**src/rtl/fwd_scoreboard.sv**
```systemverilog
// Decode-stage forwarding and interlock unit.
// Tracks destination tags for the post-decode stages, picks the youngest
// producer for each decode source, and stalls decode on load-use and on
// hazards against the single in-flight fixed-latency multdiv operation.
//
// multdiv tracker states
//   state   | meaning
//   MD_IDLE | no multdiv in flight, a new one may issue
//   MD_RUN  | multdiv in flight, counting down to its writeback pulse
module fwd_scoreboard #(
  parameter int REG_BITS         = 5,
  parameter int DATA_W           = 32,
  parameter int NUM_STAGES       = 3,
  parameter int LOAD_READY_STAGE = 2,
  parameter int MD_CYCLES        = 33
) (
  input  logic                         clock,
  input  logic                         reset,
  input  logic                         issue_valid,
  input  logic                         issue_we,
  input  logic [REG_BITS-1:0]          issue_rd,
  input  logic                         issue_is_load,
  input  logic                         issue_is_md,
  input  logic [REG_BITS-1:0]          dec_rs,
  input  logic [REG_BITS-1:0]          dec_rt,
  input  logic                         dec_rs_used,
  input  logic                         dec_rt_used,
  input  logic [DATA_W-1:0]            rf_rs_data,
  input  logic [DATA_W-1:0]            rf_rt_data,
  input  logic [NUM_STAGES*DATA_W-1:0] stage_data,
  output logic [DATA_W-1:0]            fwd_rs_data,
  output logic [DATA_W-1:0]            fwd_rt_data,
  output logic [NUM_STAGES:0]          fwd_rs_sel,
  output logic [NUM_STAGES:0]          fwd_rt_sel,
  output logic                         stall,
  output logic                         md_busy,
  output logic                         md_wb,
  output logic [REG_BITS-1:0]          md_wb_rd
);

  localparam int SEL_W = NUM_STAGES + 1;
  localparam int CNT_W = (MD_CYCLES > 2) ? $clog2(MD_CYCLES) : 1;
  localparam logic [CNT_W-1:0] CNT_LOAD = CNT_W'(MD_CYCLES - 1);

  typedef enum logic {
    MD_IDLE = 1'b0,
    MD_RUN  = 1'b1
  } md_state_t;

  typedef struct packed {
    logic [SEL_W-1:0]  sel;
    logic [DATA_W-1:0] data;
    logic              load_wait;
  } fwd_t;

  // shadow tag pipeline, index 0 is the stage right after decode
  logic [NUM_STAGES-1:0]               tag_valid_q, tag_valid_d;
  logic [NUM_STAGES-1:0][REG_BITS-1:0] tag_rd_q, tag_rd_d;
  logic [NUM_STAGES-1:0]               tag_load_q, tag_load_d;

  // multdiv tracker
  md_state_t         md_state_q, md_state_d;
  logic [REG_BITS-1:0] md_rd_q, md_rd_d;
  logic [CNT_W-1:0]  md_cnt_q, md_cnt_d;

  logic md_pending;
  logic md_done;
  logic md_issue;
  logic md_raw_rs, md_raw_rt, md_waw, md_struct;
  logic md_stall;
  logic load_stall;
  fwd_t rs_fwd, rt_fwd;

  // Pick the youngest in-flight producer of src; an unused source or r0
  // reads as zero from the RF leg.  Scanning from the oldest stage down
  // lets the lowest matching index overwrite the result last.
  function automatic fwd_t pick_src(
    input logic [REG_BITS-1:0] src,
    input logic                used,
    input logic [DATA_W-1:0]   rf_data
  );
    fwd_t r;
    r            = '0;
    r.sel[NUM_STAGES] = 1'b1;
    if (used && (src != '0)) begin
      r.data = rf_data;
      for (int i = NUM_STAGES - 1; i >= 0; i--) begin
        if (tag_valid_q[i] && (tag_rd_q[i] == src)) begin
          r.sel       = '0;
          r.sel[i]    = 1'b1;
          r.data      = stage_data[i*DATA_W +: DATA_W];
          r.load_wait = tag_load_q[i] && (i < LOAD_READY_STAGE);
        end
      end
    end
    return r;
  endfunction

  // forwarding selection and load-use detection for both sources
  always_comb begin
    rs_fwd     = pick_src(dec_rs, dec_rs_used, rf_rs_data);
    rt_fwd     = pick_src(dec_rt, dec_rt_used, rf_rt_data);
    load_stall = rs_fwd.load_wait | rt_fwd.load_wait;
  end

  assign fwd_rs_data = rs_fwd.data;
  assign fwd_rs_sel  = rs_fwd.sel;
  assign fwd_rt_data = rt_fwd.data;
  assign fwd_rt_sel  = rt_fwd.sel;

  // multdiv hazards; r0 as a destination is never tracked
  always_comb begin
    md_pending = (md_state_q == MD_RUN);
    md_done    = md_pending && (md_cnt_q == '0);
    md_raw_rs  = dec_rs_used && (dec_rs != '0) && (dec_rs == md_rd_q);
    md_raw_rt  = dec_rt_used && (dec_rt != '0) && (dec_rt == md_rd_q);
    md_waw     = issue_valid && issue_we && (issue_rd == md_rd_q) && (md_rd_q != '0);
    md_struct  = issue_valid && issue_is_md;
    md_stall   = md_pending && (md_raw_rs || md_raw_rt || md_waw || md_struct);
    stall      = load_stall | md_stall;
    md_issue   = issue_valid && issue_is_md && !stall;
  end

  assign md_busy  = md_pending;
  assign md_wb    = md_done;
  assign md_wb_rd = md_rd_q;

  // tag shift: a stalled or multdiv instruction enters as a bubble
  always_comb begin
    tag_valid_d    = '0;
    tag_rd_d       = '0;
    tag_load_d     = '0;
    tag_valid_d[0] = issue_valid & issue_we & ~issue_is_md & ~stall;
    tag_rd_d[0]    = issue_rd;
    tag_load_d[0]  = issue_is_load;
    for (int i = 1; i < NUM_STAGES; i++) begin
      tag_valid_d[i] = tag_valid_q[i-1];
      tag_rd_d[i]    = tag_rd_q[i-1];
      tag_load_d[i]  = tag_load_q[i-1];
    end
  end

  // multdiv next-state: load on issue, count down, release after wb cycle
  always_comb begin
    md_state_d = md_state_q;
    md_rd_d    = md_rd_q;
    md_cnt_d   = md_cnt_q;
    unique case (md_state_q)
      MD_IDLE: begin
        if (md_issue) begin
          md_state_d = MD_RUN;
          md_rd_d    = issue_rd;
          md_cnt_d   = CNT_LOAD;
        end
      end
      MD_RUN: begin
        if (md_cnt_q == '0) begin
          md_state_d = MD_IDLE;
        end else begin
          md_cnt_d = md_cnt_q - CNT_W'(1);
        end
      end
      default: begin
        md_state_d = MD_IDLE;
      end
    endcase
  end

  // state registers; stalls never freeze the tag pipeline or the counter
  always_ff @(posedge clock or posedge reset) begin
    if (reset) begin
      tag_valid_q <= '0;
      tag_rd_q    <= '0;
      tag_load_q  <= '0;
      md_state_q  <= MD_IDLE;
      md_rd_q     <= '0;
      md_cnt_q    <= '0;
    end else begin
      tag_valid_q <= tag_valid_d;
      tag_rd_q    <= tag_rd_d;
      tag_load_q  <= tag_load_d;
      md_state_q  <= md_state_d;
      md_rd_q     <= md_rd_d;
      md_cnt_q    <= md_cnt_d;
    end
  end

endmodule

```
**config.mk**
```make
export PLATFORM = sky130hd
export DESIGN_NAME = fwd_scoreboard
export DESIGN_NICKNAME = d
export VERILOG_FILES = /design/src/rtl/fwd_scoreboard.sv
export SDC_FILE = /design/constraint.sdc
export NUM_CORES = 1
export LEC_CHECK = 0
export CAP_MARGIN = 25
export CORE_ASPECT_RATIO = 0.5
export CORE_UTILIZATION = 37
export DETAILED_ROUTE_END_ITERATION = 12
export PLACE_DENSITY_LB_ADDON = 0.1
export RECOVER_POWER = 100
export SYNTH_ARGS = -nofsm -noshare
export SYNTH_HDL_FRONTEND = slang
export SYNTH_SLANG_ARGS = --single-unit
```
**constraint.sdc**
```tcl
create_clock -name clock -period 4.13 [get_ports clock]
set_input_delay 0.826 -clock clock [delete_from_list [all_inputs] [get_ports clock]]
set_output_delay 0.826 -clock clock [all_outputs]
set_load 0.01 [all_outputs]
```
---- Yosys cells after proc, flatten, opt, wreduce, memory -nomap -nowiden ----
Cells that the tools add are included.
cells by class
  add/subtract/negate cells ............... 1
  multipliers ............................. 0
  divide/modulo/power cells ............... 0
  order comparisons ....................... 0
  equality and inequality tests ........... 11
  shift operators ......................... 0
  mux-type cells .......................... 14
  bitwise logic cells ..................... 8
  reduce and logical (&&, ||, !) cells .... 27
operator list
  kind                                               number
  2-to-1 mux 37 bit                                  8
  == test 5 bit                                      9
  logical AND 1 bit                                  17
  nonzero test 5 bit                                 3
  2-to-1 mux 6 bit                                   2
  case mux 6 bit (2 select lines)                    1
  zero test 6 bit                                    1
  subtractor 6 x 1 -> 6 bit (second input constant)  1
  != test 2 bit (second input constant)              2
  AND reduction 2 bit                                2
  bitwise AND 1 bit                                  3
  logical OR 1 bit                                   3
  NOT 1 bit                                          3
  2-to-1 mux 1 bit                                   2
  OR 1 bit                                           2
  case mux 1 bit (2 select lines)                    1
  zero test 1 bit                                    1
storage, ports and cells
  bits in registers ....................... 32
  latch bits .............................. 0
  bits in writable memories ............... 0
  bits in read-only memories .............. 0
  logic and storage cells ................. 69
  memories ................................ 0

---- Depth between registers and ports, before layout ----
Gate-level depths: netlist of run 1.
  word-level depth ........................ 12
  gate-level depth with buffers ........... 9
  gate-level depth less buffers ........... 6

---- Worst setup path before layout of run 1 ----
Ideal clock, no wire load.
  kind .................................... in2out
  start ................................... input port dec_rt[2]
  end ..................................... output port fwd_rt_data[23]
  arrival time ............................ 2.665 ns
  slack ................................... 0.639 ns
  cell stages on the path ................. 9
  path buffers ............................ 3
  cell sequence ........................... clkbuf_1 > xor2_1 > nor4_1 > and3_1 > clkbuf_1 > buf_2 > mux2i_1 > a211oi_1 > a31o_2
on the way
  cells in the longest elaborated chain, start to end .. 6
  elaborated cells between the ends (all ways) .. 12
  those cells by class .................... eq/ne (3); mux (4); reduce/logical (5)
RTL lines
  what                             RTL line  RTL
  start, declared                  25        input logic [REG_BITS-1:0] dec_rt,
  == test 5 bit                    88        if (tag_valid_q[i] && (tag_rd_q[i] == src)) begin
  logical AND 1 bit                88
  2-to-1 mux 37 bit (3 in series)  88
  2-to-1 mux 37 bit *              85        if (used && (src != '0)) begin
  end, declared                    32        output logic [DATA_W-1:0] fwd_rt_data,
Mark *: on every way between the ends. The rest lies on a longest branch, timed or not.

---- Worst setup path in the final report of run 1 ----
  start ................................... input port dec_rs[0]
  end ..................................... output port fwd_rs_data[18]
on the way
  cells in the longest elaborated chain, start to end .. 6
  elaborated cells between the ends (all ways) .. 12
  those cells by class .................... eq/ne (3); mux (4); reduce/logical (5)
RTL lines
  what                             RTL line  RTL
  start, declared                  24        input logic [REG_BITS-1:0] dec_rs,
  == test 5 bit                    88
  logical AND 1 bit                88
  2-to-1 mux 37 bit (3 in series)  88
  2-to-1 mux 37 bit *              85
  end, declared                    31        output logic [DATA_W-1:0] fwd_rs_data,
Marks and branches as above.

==> results by group, run 1 <==
Synthesis
  • Xor-xnor portion of the synthesized cell area: 0.104
  • Complex-gate fraction of the synthesized area: 0.290
  • Avg Inst Size Synth: 7.79 um^2
  • Synth warn: 0
  • Ys async rst share: 1.00
  • Cell count after synthesis: 507
  • Syn nets: 691
  • Yosys cell types: 40
  • Largest family of logic cells by synthesized area: compound AO/OA/AOI/OAI gates
  • Post-synthesis adder-cell area fraction: 0.00317
  • Synth Register Bits: 32
  • Most numerous cell in the Yosys netlist: nor2_1
  • Cell taking the most area after synthesis: dfrtp_1
  • Leading cell types by count after synthesis: nor2_1, mux2i_1, nand2_1
  • Area contributors post-synth: dfrtp_1, mux2i_1, xor2_1, a211o_1, a31o_2
  • Synth Area in Simple Gates: 0.161
  • Synth top area share: 0.203
  • Post-Synthesis Cell Area: 3950 um^2
  • Post-synth EDFFs: 0
  • Mux cell area share after synthesis: 0.176
  • Ys flop type: dfrtp_1
  • Register area share after synthesis: 0.203

Finish
  • Fin area: 7110 um^2
  • Area Growth Syn to Fin: 79.9%
  • Nets: 947
  • Non-filler instance count after layout: 901
  • Post-layout util: 0.691
  • Layout cell share with drive strength beyond 1: 0.131
  • # diodes: 0

Route
  • Metal2 WL: 8590 um
  • Uppermost layer routed: met4
  • Total number of vias: 5,007
  • Met3 Wirelength: 953 um
  • Antenna-violating nets left: 0
  • Wl on met1: 7130 um
  • Post-route DRC: 0
  • Post-DR wirelength/cell: 18.8 um
  • DR pass1 iterations: 7
  • Initial DRC count: 273
  • Final WL: 17,000 um
  • Vias per cell: 5.56

Global routing
  • Overall Global Routing Usage: 0.292
  • Global route overflow: 0
  • Largest net degree at the start of global routing: 41
  • Antenna violations before repair: 0
  • First-pass GRT wire length: 25,200 um
  • Vias in the first global route: 4,560

Clock network
  • Clock latency on the worst-skew pair: 0.27 ns
  • H-tree depth: 2
  • Root Buffer Master: clkbuf_16
  • CTS clock-pin slew for the worst setup and hold paths: 0.05 ns
  • TritonCTS clock tree: done
  • Cts bufs inserted: 5
  • # clock sinks: 32
  • CTS Buffer Depth: 2

Placement
  • HPWL Detailed: 12,500 um
  • Placed Cells: 892
  • Routability cong.: 0.923
  • Port buffer count: 262
  • Placed cell areas: 6920 um^2

Die
  • Core ar.: 10,300 um^2
  • Die width: 148 um
  • Core Rows: 26
  • Die height: 75.1 um
  • Boundary Pins: 263
  • Die area: 11,100 um^2
  • Initial Utilization: 0.384

Status
  • Run status: finished, final reports clean

Critical path
  • CP endpoint kind: output pin
  • Crit Path Category: primary input to output pin
  • Crit path DAT: 3.22 ns
  • Critical Path RT: 3.30 ns
  • FF-to-FF path depth: 7
  • Type of origin of the critical path: primary input
  • CP Max Fanout: 12

STA
  • Period utilization: 0.979
  • Final max-slew violation count: 0
  • Worst Skew: 0.00435 ns
  • Max Fclk: 0.247 GHz
  • Max-slew headroom: 0.116
  • Minimum clock period: 4.04 ns
  • Fin. Hold Viols: 0
  • WHS: 0.437 ns
  • Worst slew pin tran: 1.33 ns
  • Endpoints failing setup: 0

Worst hold path
  • Min-Delay Path Class: flip-flop to flip-flop
  • Worst hold path stage count: 0

Power and ir drop
  • Final Power: 1.61 mW
  • Pwr/cell area: 226 nW/um^2
  • Max VDD drop: 365 uV
  • Leak pwr: 2.78 nW

Run
  • Max cap viols: 0
path summary, 6_finish.rpt:
| check | start | to | slack, ns |
|---|---|---|---|
| max | dec_rs[0] | fwd_rs_data[18] | 0.09 |
| min | tag_rd_d[12] | tag_rd_q[12] | 0.44 |
| max reg2reg | tag_rd_d[9] | md_wb_rd[3] | 1.07 |
| min reg2reg | tag_rd_d[12] | tag_rd_q[12] | 0.44 |
| max in group asynchronous | reset | tag_rd_d[11] | 1.96 |
| min in group asynchronous | reset | md_wb_rd[4] | 1.12 |
critical path, stage by stage:
cell and delay [ns]:
clkdlybuf4s50_1 0.49, xor2_1 0.19, nor4_2 0.23, and3_4 0.26, buf_12 0.16, mux2i_1 0.09
a211o_1 0.30, o21ai_0 0.09, clkdlybuf4s50_1 0.57
metal layers:
layer,vias to the layer above,track usage
met2,199,0.530
met3,27,0.0321
li1,2375,-
met5,-,0
met1,2406,0.377
met4,0,0.0767
layout by cell type, fill, tap and decap left out, drive strengths merged, types with 3 or more instances in the layout:
cell type	Yosys	routed
clkbuf	41	9
buf	14	39
nor2	71	71
xnor2	10	10
a31o	33	33
nand2	42	42
xor2	37	37
mux2	5	5
and3	4	4
nand3	6	6
clkdlybuf4s50	0	222
o21ai	36	36
inv	6	6
nor4	9	9
a211oi	32	32
o32ai	3	3
dlygate4sd2	0	23
a211o	33	33
mux2i	64	64
or4	3	3
dlygate4sd3	0	14
nand4	4	4
dfrtp	32	32
nor3	6	6
report_power, final:
group	internal [mW]	leakage (nW)	switching, mW
registers	0.384	0.382	0.109
logic	0.465	2.33	0.324
clock network	0.212	0.0616	0.116
total	1.06	2.78	0.549
through the flow:
| step | setup TNS [ns] | setup WS (ns) |
|---|---|---|
| detailed placement | -10.69 | -0.257 |
| floorplan | 0 | 0.639 |
| CTS | 0 | 0.0498 |
| global placement | -7.09 | -0.223 |
| global route | -0.00113 | -0.00113 |
| finish | 0 | 0.0874 |
timing repair:
| action | in CTS | in global routing |
|---|---|---|
| buffers inserted | 1 | 2 |
| cloned | 1 | 0 |
| setup endpoints to repair | 65 | 41 |
| pin swaps | 3 | 6 |
| hold buffers | 0 | 0 |
| resized for setup | 32 | 8 |
area by class of cell:
cell class / count / area [um^2]
clock buffer: 5 / 125
inverter: 6 / 22.5
fill: 889 / 3170
timing repair buffer: 304 / 3030
multi-input combinational: 414 / 2960
sequential: 32 / 801
tap: 140 / 175
kinds of logic (layout without fill, tap and decap cells):
| kind of cell | Yosys count | count (layout) |
|---|---|---|
| adders and majority gates | 1 | 1 |
| and+or+nand+nor | 148 | 148 |
| DFF | 32 | 32 |
| muxes | 69 | 69 |
| xor gates and xnor gates | 47 | 47 |
| AOI/OAI and AO/OA | 149 | 149 |
| buffers and inverters | 61 | 315 |
sequential cells by signal, indices dropped and copies added, names as in the netlist:
signal	flops
md_busy	1
md_wb_rd	5
tag_load_q	2
tag_rd_q	5
md_cnt_q	6
tag_rd_d	10
tag_valid_q	3
Note: power is estimated with default switching activity, not from simulation.
==> run 2, diff against run 1 <==
- MAX_ROUTING_LAYER: unset -> met4
==> run 2 against run 1 <==
Against the previous run: wire length down 2.0%; hold slack got worse by 0.0031 ns; maximum frequency decreased by 0.94%; first-iteration DRC count shrank 21%; highest routed layer unchanged; critical path type unchanged; largest power group unchanged; utilization is 0.073 points lower.
==> results by group, run 2 (synthesis gave the netlist of run 1 again) <==
Worst hold path
  • Min-Delay Path Class: flip-flop to flip-flop (unchanged)

Finish
  • Fin area: 7100 um^2 (was 7110 um^2)
  • Multi-input logic area: 2980 um^2 (was 2960 um^2)
  • Fillcell total: 904 (was 889)
  • Storage element area: 801 um^2 (unchanged)
  • Layout cell share with drive strength beyond 1: 0.132 (was 0.131)
  • Most frequent cells in the layout: clkdlybuf4s50_1, nor2_1, mux2i_1, nand2_1, xor2_1 (unchanged)
  • Max FFs per register: 10 (unchanged)
  • # diodes: 0 (unchanged)
  • Area Growth Syn to Fin: 79.7% (was 79.9%)
  • Most common cell after layout, fill and taps aside: clkdlybuf4s50_1 (unchanged)
  • Post-layout util: 0.691 (about the same)
  • Nets: 944 (was 947)

Global routing
  • Global route overflow: 0 (unchanged)
  • Antenna violations before repair: 0 (unchanged)
  • Largest net degree at the start of global routing: 43 (was 41)
  • Vias in the first global route: 4,770 (was 4,560)
  • First-pass GRT wire length: 25,200 um (about the same)
  • Overall Global Routing Usage: 0.297 (was 0.292)

Route
  • Vias per cell: 5.49 (was 5.56)
  • DR pass1 iterations: 5 (was 7)
  • Antenna-violating nets left: 0 (unchanged)
  • Post-DR wirelength/cell: 18.5 um (was 18.8 um)
  • Total number of vias: 4,931 (was 5,007)
  • Initial DRC count: 216 (was 273)
  • Final WL: 16,600 um (was 17,000 um)
  • Post-route DRC: 0 (unchanged)

Clock network
  • Clock latency on the worst-skew pair: 0.27 ns (about the same)
  • CTS clock-pin slew for the worst setup and hold paths: 0.05 ns (about the same)
  • CTS Buffer Depth: 2 (unchanged)
  • Cts hold-fix bufs: 0 (unchanged)
  • H-tree depth: 2 (unchanged)
  • # clock sinks: 32 (unchanged)
  • Cts bufs inserted: 5 (unchanged)
  • Root Buffer Master: clkbuf_16 (unchanged)
  • TritonCTS clock tree: done (unchanged)

Run
  • Max cap viols: 0 (unchanged)

Placement
  • Placed cell areas: 6920 um^2 (about the same)
  • HPWL Detailed: 12,600 um (was 12,500 um)
  • Routability cong.: 0.898 (was 0.923)
  • Port buffer count: 262 (unchanged)

Power and ir drop
  • Comb pwr share: 0.491 (was 0.490)
  • Max VDD drop: 298 uV (was 365 uV)
  • Part of the power in registers: 0.306 (about the same)
  • Leak pwr: 2.75 nW (was 2.78 nW)
  • Sw Ratio: 0.339 (was 0.341)
  • Int Pwr: 1.06 mW (about the same)
  • Pwr/cell area: 226 nW/um^2 (about the same)
  • Clock Power Share: 0.203 (was 0.204)
  • P_sw: 0.544 mW (was 0.549 mW)

Die
  • Core Rows: 26 (unchanged)
  • Initial Utilization: 0.384 (unchanged)
  • Die height: 75.1 um (unchanged)
  • Die width: 148 um (unchanged)
  • Die area: 11,100 um^2 (unchanged)
  • Core ar.: 10,300 um^2 (unchanged)
  • Boundary Pins: 263 (unchanged)

Critical path
  • Crit Path Category: primary input to output pin (unchanged)
  • Critical path's slowest cell: clkdlybuf4s50_1 (unchanged)
  • CP endpoint kind: output pin (unchanged)
  • CP max stage delay: 0.47 ns (was 0.57 ns)
  • Family with the most delay on the worst path: buffers and inverters (unchanged)
  • Type of origin of the critical path: primary input (unchanged)
  • Worst path cell trace: dlygate4sd2_1, xor2_1, nor4_2, and3_4, buf_12, buf_12, mux2i_1, a211oi_2, a31o_2, clkdlybuf4s50_1 (was clkdlybuf4s50_1, xor2_1, nor4_2, and3_4, buf_12, mux2i_1, a211o_1, o21ai_0, clkdlybuf4s50_1)
  • Critical Path RT: 3.30 ns (about the same)
  • CP dominant cell by count: buf_12 (was clkdlybuf4s50_1)
  • WP buf/inv: 4 (was 3)
  • Crit path DAT: 3.25 ns (was 3.22 ns)
  • CP Max Fanout: 13 (was 12)

STA
  • Worst Skew: 0.00386 ns (was 0.00435 ns)
  • Final max-slew violation count: 0 (unchanged)
  • Minimum clock period: 4.08 ns (was 4.04 ns)
  • Endpoints failing setup: 0 (unchanged)
  • Fin Setup TNS: 0 ns (unchanged)
  • Max-slew headroom: 0.124 (was 0.116)
  • Max Fclk: 0.245 GHz (was 0.247 GHz)
  • Period utilization: 0.988 (was 0.979)
  • Fin. Hold Viols: 0 (unchanged)
  • Worst slew pin tran: 1.31 ns (was 1.33 ns)
  • RSZ-0062 raised after global routing: yes

Status
  • Run status: finished, final reports clean (unchanged)
==> run 2: changes by cell type in the layout (fill, tap and decap cells not counted), moves of 3 or more <==
cell | before | now
clkbuf_1 | 4 | 9
a211oi_2 | 2 | 5
clkdlybuf4s50_1 | 222 | 225
dlygate4sd3_1 | 14 | 18
a211oi_1 | 30 | 27
buf_4 | 29 | 25
dlygate4sd2_1 | 23 | 8
dlymetal6s2s_1 | 0 | 3
==> run 2: what timing repair did <==
item / in CTS / in global routing
pin swaps: 6 / 6
setup endpoints to repair: 65 / 51
gates resized for setup: 14 / 22
setup buffers: 2 / 1
==> run 2: power by group through the flow <==
stage	combinational (mW)	clock, mW	sequential [mW]
final	0.788	0.326	0.492
after global routing	0.857	0.344	0.505
after CTS	0.808	0.331	0.493
after detailed placement	0.801	0	0.496
after global placement	0.788	0	0.491
after floorplan	0.386	0	0.478
==> run 2: layer usage <==
layer	global-route usage	vias up	share of wire
met4	0.107	0	0.028
met5	-	-	0
met2	0.502	180	0.49
li1	-	2368	-
met1	0.376	2341	0.43
met3	0.0315	42	0.056
==> run 2: metrics by stage <==
| stage | hold slack (ns) | total power, mW | worst slack (ns) | instances |
|---|---|---|---|---|
| 2_1_floorplan | 0.386 | 0.863 | 0.639 | 507 |
| 3_3_place_gp | 0.412 | 1.28 | -0.223 | 890 |
| 3_5_place_dp | 0.424 | 1.30 | -0.258 | 890 |
| 4_1_cts | 0.435 | 1.63 | 0.000866 | 897 |
| 5_1_grt | 0.446 | 1.71 | -0.0788 | 898 |
| 6_report | 0.434 | 1.61 | 0.0490 | 898 |
==> run 2: worst reg2reg max path, stage by stage (launching register included) <==
cell,delay (ns)
dfrtp_1,0.40
xor2_1,0.17
nor4_1,0.37
buf_4,0.18
a31o_2,0.21
o32ai_4,0.11
a221oi_1,1.10
mux2_2,0.43
==> run 2: final timing paths <==
| check | start | end | depth (start not counted) | slack [ns] |
|---|---|---|---|---|
| min in group asynchronous | reset | md_wb_rd[4] | 2 | 1.13 |
| setup / recovery | dec_rt[0] | fwd_rt_data[15] | 10 | 0.05 |
| max in group asynchronous | reset | tag_rd_d[7] | 3 | 1.97 |
| setup reg to reg | tag_rd_d[9] | md_wb_rd[3] | 7 | 1.03 |
| hold reg to reg | tag_rd_d[9] | tag_rd_d[14] | 0 | 0.43 |
| hold / removal | tag_rd_d[9] | tag_rd_d[14] | 0 | 0.43 |
==> run 2: layout make-up <==
cell class / instances / area share
Timing Repair Buffer: 301 / 0.421
Sequential cell: 32 / 0.113
Multi-Input combinational cell: 414 / 0.420
Tap cell: 140 / 0.0247
Clock buffer: 5 / 0.0176
Inverter: 6 / 0.00317
==> run 3, diff against run 2 <==
- CAP_MARGIN: 25 -> 20
- HOLD_SLACK_MARGIN: unset -> 0.1
==> results of run 3 <==
No change in the layout: final DEF, timing and power equal those of run 2.
